===== src/rtl/net_router_pkg.sv =====
// Shared definitions for the ring router input unit: message field layout,
// output port encoding and the route decision.
package net_router_pkg;

  localparam int SRC_MSB     = 43;
  localparam int SRC_LSB     = 42;
  localparam int DEST_MSB    = 41;
  localparam int DEST_LSB    = 40;
  localparam int OPAQUE_MSB  = 39;
  localparam int OPAQUE_LSB  = 32;
  localparam int PAYLOAD_MSB = 31;
  localparam int PAYLOAD_LSB = 0;

  localparam logic [1:0] PORT_PREV = 2'd0;
  localparam logic [1:0] PORT_TERM = 2'd1;
  localparam logic [1:0] PORT_NEXT = 2'd2;

  // Ring distance masked to the ring size; the half-way tie goes to next.
  function automatic logic [1:0] route_port(input logic [7:0] dest,
                                            input logic [7:0] router_id,
                                            input int unsigned num_routers);
    logic [7:0] d_s;
    logic [1:0] port_s;
    d_s = (dest - router_id) & 8'(num_routers - 32'd1);
    if (d_s == 8'd0) begin
      port_s = PORT_TERM;
    end else if (d_s <= 8'(num_routers / 32'd2)) begin
      port_s = PORT_NEXT;
    end else begin
      port_s = PORT_PREV;
    end
    return port_s;
  endfunction

endpackage


===== src/rtl/net_router_queue2.sv =====
// Two-entry circular FIFO with val/rdy on both sides and no enq/deq bypass.
module net_router_queue2 #(
  parameter int p_nbits = 44
) (
  input  logic               clk,
  input  logic               rst_n,
  input  logic [p_nbits-1:0] enq_msg,
  input  logic               enq_val,
  output logic               enq_rdy,
  output logic [p_nbits-1:0] deq_msg,
  output logic               deq_val,
  input  logic               deq_rdy
);

  logic [p_nbits-1:0] entries_r [2];
  logic               head_r;
  logic               tail_r;
  logic [1:0]         count_r;
  logic               enq_fire_s;
  logic               deq_fire_s;

  // Ready depends only on occupancy, never on deq_rdy.
  assign enq_rdy    = rst_n && (count_r != 2'd2);
  assign deq_val    = (count_r != 2'd0);
  assign deq_msg    = entries_r[head_r];
  assign enq_fire_s = enq_val && enq_rdy;
  assign deq_fire_s = deq_val && deq_rdy;

  // Storage write; contents are left unreset since val gates them.
  always_ff @(posedge clk) begin
    if (enq_fire_s) begin
      entries_r[tail_r] <= enq_msg;
    end
  end

  // Pointer and occupancy update.
  always_ff @(posedge clk or negedge rst_n) begin
    if (!rst_n) begin
      head_r  <= 1'b0;
      tail_r  <= 1'b0;
      count_r <= 2'd0;
    end else begin
      if (enq_fire_s) begin
        tail_r <= tail_r + 1'b1;
      end
      if (deq_fire_s) begin
        head_r <= head_r + 1'b1;
      end
      case ({enq_fire_s, deq_fire_s})
        2'b10:   count_r <= count_r + 2'd1;
        2'b01:   count_r <= count_r - 2'd1;
        default: count_r <= count_r;
      endcase
    end
  end

endmodule


===== src/rtl/net_router_input_unit.sv =====
// Ring router ingress: queues incoming messages and steers the head message
// to the prev, terminal or next output based on ring distance to dest.
module net_router_input_unit
  import net_router_pkg::*;
#(
  parameter int p_msg_nbits   = 44,
  parameter int p_num_routers = 4
) (
  input  logic                             clk,
  input  logic                             reset,
  input  logic [$clog2(p_num_routers)-1:0] router_id,
  input  logic [p_msg_nbits-1:0]           istream_msg,
  input  logic                             istream_val,
  output logic                             istream_rdy,
  output logic [p_msg_nbits-1:0]           ostream_msg [3],
  output logic [2:0]                       ostream_val,
  input  logic [2:0]                       ostream_rdy
);

  localparam int c_dest_nbits = $clog2(p_num_routers);

  logic [p_msg_nbits-1:0]  head_msg_s;
  logic                    head_val_s;
  logic                    head_rdy_s;
  logic [c_dest_nbits-1:0] dest_s;
  logic [1:0]              sel_s;

  net_router_queue2 #(.p_nbits(p_msg_nbits)) u_queue (
    .clk     (clk),
    .rst_n   (reset),
    .enq_msg (istream_msg),
    .enq_val (istream_val),
    .enq_rdy (istream_rdy),
    .deq_msg (head_msg_s),
    .deq_val (head_val_s),
    .deq_rdy (head_rdy_s)
  );

  assign dest_s = head_msg_s[DEST_LSB +: c_dest_nbits];
  assign sel_s  = route_port(8'(dest_s), 8'(router_id), p_num_routers);

  // Steer valid to the selected output and take ready only from it.
  always_comb begin
    ostream_val = 3'b000;
    head_rdy_s  = 1'b0;
    case (sel_s)
      PORT_PREV: begin
        ostream_val[0] = head_val_s;
        head_rdy_s     = ostream_rdy[0];
      end
      PORT_TERM: begin
        ostream_val[1] = head_val_s;
        head_rdy_s     = ostream_rdy[1];
      end
      PORT_NEXT: begin
        ostream_val[2] = head_val_s;
        head_rdy_s     = ostream_rdy[2];
      end
      default: begin
        ostream_val = 3'b000;
        head_rdy_s  = 1'b0;
      end
    endcase
  end

  // Head message is broadcast unmodified on all three outputs.
  always_comb begin
    for (int i = 0; i < 3; i++) begin
      ostream_msg[i] = head_msg_s;
    end
  end

endmodule


===== config.mk =====
export PLATFORM = sky130hd
export DESIGN_NAME = net_router_input_unit
export DESIGN_NICKNAME = d
export VERILOG_FILES = /design/src/rtl/net_router_pkg.sv /design/src/rtl/net_router_queue2.sv /design/src/rtl/net_router_input_unit.sv
export SDC_FILE = /design/constraint.sdc
export NUM_CORES = 1
export LEC_CHECK = 0
export ABC_CLOCK_PERIOD_IN_PS = 8550
export BUFFER_PORTS_ARGS = -buffer_cell sky130_fd_sc_hd__buf_4
export CORE_MARGIN = 4
export CORE_UTILIZATION = 51
export CTS_CLUSTER_DIAMETER = 200
export DETAILED_ROUTE_END_ITERATION = 16
export PLACE_DENSITY = 0.86
export SYNTH_ARGS = -nofsm -noshare
export SYNTH_HDL_FRONTEND = slang
export SYNTH_SLANG_ARGS = --single-unit

===== constraint.sdc =====
create_clock -name clk -period 8.55 [get_ports clk]
set_clock_uncertainty 0.2 [all_clocks]
set_input_delay 0.855 -clock clk [delete_from_list [all_inputs] [get_ports clk]]
set_output_delay 0.855 -clock clk [all_outputs]
set_load 0.02 [all_outputs]

* Yosys cells after proc, flatten, opt, wreduce, memory -nomap -nowiden
Memories as Yosys holds them, arrays and structs flattened. Index checks and enable logic that the tools add are counted.
Cells by class: add/sub/neg operators 5, multipliers 0, div/mod/pow operators 0, order comparisons 1, eq/ne operators 5, shifts and indexed selects 0, muxes and demuxes 9, bitwise logic cells 0, reductions and logical operators 7
Operators by type and width (count):
- 8-bit logical NOT | 1
- 1-bit 2-to-1 mux | 5
- 2-bit by 1-bit equality test with 1-bit output (second input constant) | 2
- 2-bit equality test (second input constant) | 2
- 2-bit 2-to-1 mux | 2
- 2-bit one-hot mux with 2 select lines | 1
- 2-bit nonzero test | 2
- 1-bit logical AND | 3
- 1-bit one-hot mux with 3 select lines | 1
- 1-bit adder (second input constant) | 2
- 2-bit by 1-bit adder with 2-bit output (second input constant) | 1
- 2-bit <= comparator (second input constant) | 1
- 2-bit logical NOT | 1
- 2-bit inequality test (second input constant) | 1
- 2-bit by 1-bit subtractor with 2-bit output (second input constant) | 1
- 2-bit subtractor | 1
Storage, ports and cells: register bits after elaboration 4, bits in latches 0, bits in writable memories 88, memory bits (read-only) 0, input bits 52, output and inout bits 136, logic and storage cells 31, memories kept 1
Memory list:
- u_queue.entries_r | words 2, width 44, rd ports 1, clocked after memory_dff 0, write ports 1, line net_router_queue2.sv:15 | logic [p_nbits-1:0] entries_r [2];

* Depth between registers and ports, before layout
An unclocked memory read counts as a cell.
word-level depth 10, gate-level depth with buffers 14, gate-level depth less buffers 12

* Cells and area by module
Synthesis repeated with hierarchy kept, for this count alone.
Second synthesis, totals: cells, all modules 257, area, all modules 4319.1 µm²
By module, submodules not included:
- net_router_queue2 | times used 1, cells each 156, area each 3547.2 µm², sequential area each 2742.6 µm²
- net_router_input_unit | times used 1, cells each 101, area each 772.0 µm², sequential area each 0.0 µm²

* Least setup slack after synthesis
No wires, ideal clock.
path kind input -> register, start point input reset, end point memory u_queue.entries_r[0][0], enable pin, library setup time 446 ps, arrival time 2870 ps, data required time 7904 ps, slack 5034 ps, stages 2, buffers on the path 0, path through o211ai_1 nor2_1
Between the ends: cells in the longest elaborated chain, start to end 4
RTL lines:
- start, declared | line net_router_input_unit.sv:10 | input logic reset,
- 1-bit logical AND | line net_router_queue2.sv:23 | assign enq_rdy = rst_n && (count_r != 2'd2);
- 1-bit logical AND | line net_router_queue2.sv:26 | assign enq_fire_s = enq_val && enq_rdy;
- 1-bit 2-to-1 mux | line net_router_queue2.sv:31 | if (enq_fire_s) begin
- 1-bit 2-to-1 mux (implied by the code) | line net_router_queue2.sv:32 | entries_r[tail_r] <= enq_msg;
- end, declared | line net_router_queue2.sv:15
Every way passes these cells.

* Final worst setup path
start point register u_queue.head_r, end point output ostream_val[2]
Between the ends: cells in the longest elaborated chain, start to end 7, elaborated cells on any way between the ends 8, classes of those cells add/sub (1); order compare (1); eq/ne (1); mux (3); reduce/logical (1); memory (1)
RTL lines:
- start, declared | line net_router_queue2.sv:16 | logic head_r;
- start signal, assigned | line net_router_queue2.sv:47 | head_r <= head_r + 1'b1;
- memory 2 x 44 bit (*)
- 2-bit subtractor (*) | line net_router_pkg.sv:24 | d_s = (dest - router_id) & 8'(num_routers - 32'd1);
- 2-bit <= comparator | line net_router_pkg.sv:27 | end else if (d_s <= 8'(num_routers / 32'd2)) begin
- 2-bit 2-to-1 mux | line net_router_pkg.sv:27
- 2-bit 2-to-1 mux (*) | line net_router_pkg.sv:25 | if (d_s == 8'd0) begin
- 2-bit equality test (*) | line net_router_input_unit.sv:46 | case (sel_s)
- 1-bit 2-to-1 mux (*) | line net_router_input_unit.sv:46
- end, declared | line net_router_input_unit.sv:16 | output logic [2:0] ostream_val,
Mark *: on every way between the ends. The rest lies on a longest branch, timed or not.

==> tab_implementation.tex <==
\begin{tabular}{lr}
\hline
Metric & Value \\
\hline
\multicolumn{2}{l}{\textbf{Place}} \\
DP Wirelength & 5320 um \\
Cell Area, Placed & 4980 um2 \\
Final weighted congestion in routability-driven placement & 0.743 \\
\# port buffers & 187 \\
Setup Slack @ Placement & 4.90 ns \\
\multicolumn{2}{l}{\textbf{Floorplan}} \\
I/O Pins & 188 \\
Area of the core region & 7810 um2 \\
Die span in x & 98.1 um \\
Die Area & 9620 um2 \\
Floorplan die height & 98.1 um \\
Initial standard-cell utilization of the core & 0.530 \\
Row count & 32 \\
\multicolumn{2}{l}{\textbf{Power and ir drop}} \\
Cell Pwr Density & 356 nW/um2 \\
Worst ir drop on vdd & 0.181 mV \\
Leakage & 0.00213 uW \\
\multicolumn{2}{l}{\textbf{Global routing}} \\
Initial antenna violation count & 0 \\
Total track usage & 0.151 \\
Maximum number of pins on one net before global-route repair & 46 \\
Vias in the first global route & 2405 \\
Overflow left after global routing & 0 \\
Global-route wire length before repair & 11400 um \\
\multicolumn{2}{l}{\textbf{STA}} \\
Min cycle time layout & 3.98 ns \\
Total negative slack for setup checks & 0 ns \\
Number of slew-limit violations in the final report & 0 \\
Setup violation total in the final timing report & 0 \\
Slew of the pin with the lowest slew margin & 1.07 ns \\
Slack of the critical path & 4.57 ns \\
Number of hold violations in the final report & 0 \\
Worst-case headroom to the max-slew limit & 0.289 \\
Period utilisation layout & 0.465 \\
Fmax & 251 MHz \\
Unrepaired setup endpoints after global routing & no \\
\multicolumn{2}{l}{\textbf{Clock tree}} \\
Hold\_buf cts & 0 \\
TritonCTS clock tree & built \\
Post-CTS setup buffer count & 0 \\
Source-to-sink clock delay at the later pin of the worst-skew pair & 0.34 ns \\
Clock-pin transition on the worst setup and hold timing paths & 0.09 ns \\
Buffer depth of the longest clock path & 2 \\
Root Buffer Master & clkbuf\_8 \\
Post-cts repair resize count & 0 \\
Clock buffers created by TritonCTS & 9 \\
Number of H-tree levels & 3 \\
Number of sinks on the clock net & 92 \\
\multicolumn{2}{l}{\textbf{Finish}} \\
Commonest non-fill, non-tap cell in the layout & buf\_4 \\
Post-route cell area & 5170 um2 \\
Combined flip-flop and latch cell area & 2740 um2 \\
Highest-count cells in the layout ignoring fill and taps & 188 x buf\_4, 88 x edfxtp\_1, 42 x mux2\_2 \\
Area overhead of the layout relative to synthesis & 25.1\% \\
Fill cell count & 538 \\
Nets@finish & 418 \\
Footprint of the multi-input gates & 682 um2 \\
Count of inserted antenna diode cells & 0 \\
Fraction of final layout cells sized beyond drive strength 1 & 0.676 \\
\multicolumn{2}{l}{\textbf{Critical path}} \\
Launching element type of the critical path & register \\
Critical Path Fanout Max & 45 \\
Kind of capture point of the worst setup path & output pin \\
Top cell family by delay on the critical path & flip-flops \\
Arrival time at the worst endpoint & 2.92 ns \\
Most numerous cell on the critical path & ha\_1 \\
Total buffers and inverters traversed by the critical path & 2 \\
Worst stage delay on the critical path & 1.06 ns \\
Library cell contributing the largest single delay on the critical path & dfrtp\_2 \\
Critical path class & reg2out \\
Data required, critical path & 7.50 ns \\
Cell chain of the critical path & mux2i\_1, ha\_1, xnor2\_1, xor2\_1, inv\_1, ha\_1, nor2b\_1, buf\_4 \\
\multicolumn{2}{l}{\textbf{Synthesis}} \\
Total of flip-flops plus latches after synthesis & 92 \\
Net count after synthesis & 312 \\
Post-Synthesis Cell Area & 4140 um2 \\
Cell count after synthesis & 256 \\
Post-synthesis cell type count & 17 \\
Yosys warnings & 0 \\
Average instance area after synthesis & 16.2 um2 \\
Proportion of synthesized chip area in sequential cells & 0.663 \\
\multicolumn{2}{l}{\textbf{Drt}} \\
Via count & 2217 \\
Total DRC errors in the routed layout & 0 \\
Routed WL per cell & 15.7 um \\
Number of design-rule violations left by the first detailed-router iteration & 62 \\
Count of nets left with antenna violations after detail routing & 0 \\
Total wirelength of the detailed-routed design & 7370 um \\
Vias/cell & 4.73 \\
Number of iterations in the first detailed-routing pass & 4 \\
\multicolumn{2}{l}{\textbf{Min path}} \\
Tightest Hold Check Type & in2async \\
\multicolumn{2}{l}{\textbf{Run}} \\
Total of max-cap violations & 0 \\
\multicolumn{2}{l}{\textbf{Status}} \\
Result of the run & complete, no violations \\
\hline
\end{tabular}
==> synthesized netlist by cell type <==
cell | number | area [um2]
mux2_2 | 42 | 473
nor2_1 | 4 | 15.0
mux2i_1 | 1 | 10.0
buf_4 | 92 | 691
inv_1 | 5 | 18.8
edfxtp_1 | 88 | 2640
ha_1 | 4 | 50.1
a222oi_1 | 1 | 10.0
xnor2_1 | 5 | 43.8
o211ai_1 | 1 | 7.51
o21a_1 | 1 | 7.51
and3_1 | 1 | 6.26
buf_6 | 1 | 11.3
nor2b_1 | 3 | 18.8
dfrtp_1 | 4 | 100
xor2_1 | 2 | 17.5
mux2i_2 | 1 | 13.8
==> cell type report <==
type | instances | share of cell area
well taps | 102 | 0.0247
clock inverters | 7 | 0.0131
repair buffers | 188 | 0.273
clock buffers | 9 | 0.0239
multi-input cells | 66 | 0.132
flip-flops and latches | 92 | 0.530
inverters | 5 | 0.00363
==> logic make-up after synthesis <==
| group | share of synthesized area |
|---|---|
| muxes | 0.120 |
| DFF | 0.663 |
| and+or+nand+nor | 0.00968 |
| buffers and inverters | 0.174 |
| AOI/OAI and AO/OA | 0.00605 |
| xor gates and xnor gates | 0.0148 |
| adders and majority gates | 0.0121 |
==> flip-flops by register name (all words and copies together), names as in the netlist <==
signal and cells:
u_queue.entries_r 88, u_queue.count_r 2, u_queue.tail_r 1, u_queue.head_r 1
==> routing by layer <==
metal / track usage / up-vias / share of wire
met4: 0.0692 / 0 / 0.023
met3: 0.0457 / 17 / 0.098
met2: 0.293 / 121 / 0.55
li1: - / 1031 / -
met5: 0 / - / 0
met1: 0.143 / 1048 / 0.33
==> power breakdown <==
part / total [uW] / switching [uW] / internal, uW
Sequential: 624 / 60.2 / 564
Combinational: 943 / 520 / 423
Clock: 277 / 144 / 134
==> path summary, 6_finish.rpt <==
path | startpoint | to | slack (ns) | depth (start not counted)
worst min-delay path | reset | u_queue.head_r$_DFFE_PN0P_ | 0.1 | 1
min in group clk | u_queue.tail_r$_DFFE_PN0P_ | u_queue.tail_r$_DFFE_PN0P_ | 0.35 | 1
worst max-delay path | u_queue.head_r$_DFFE_PN0P_ | ostream_val[2] | 4.57 | 8
worst max register to register | u_queue.head_r$_DFFE_PN0P_ | u_queue.count_r[1]$_DFFE_PN0P_ | 4.98 | 11
worst min register to register | u_queue.tail_r$_DFFE_PN0P_ | u_queue.tail_r$_DFFE_PN0P_ | 0.35 | 1
max in group asynchronous | reset | u_queue.head_r$_DFFE_PN0P_ | 7.94 | 1
==> stage by stage <==
step                utilization  hold slack (ns)  total power (uW)  instances
floorplan                     -            0.261              1370        256
global placement          0.638            0.330              1570        453
detailed placement        0.638            0.341              1590        453
CTS                       0.663           0.0793              1860        469
global route              0.663           0.0743              1930        469
finish                    0.663           0.0957              1840        469
(Power assumes the default switching activity.)
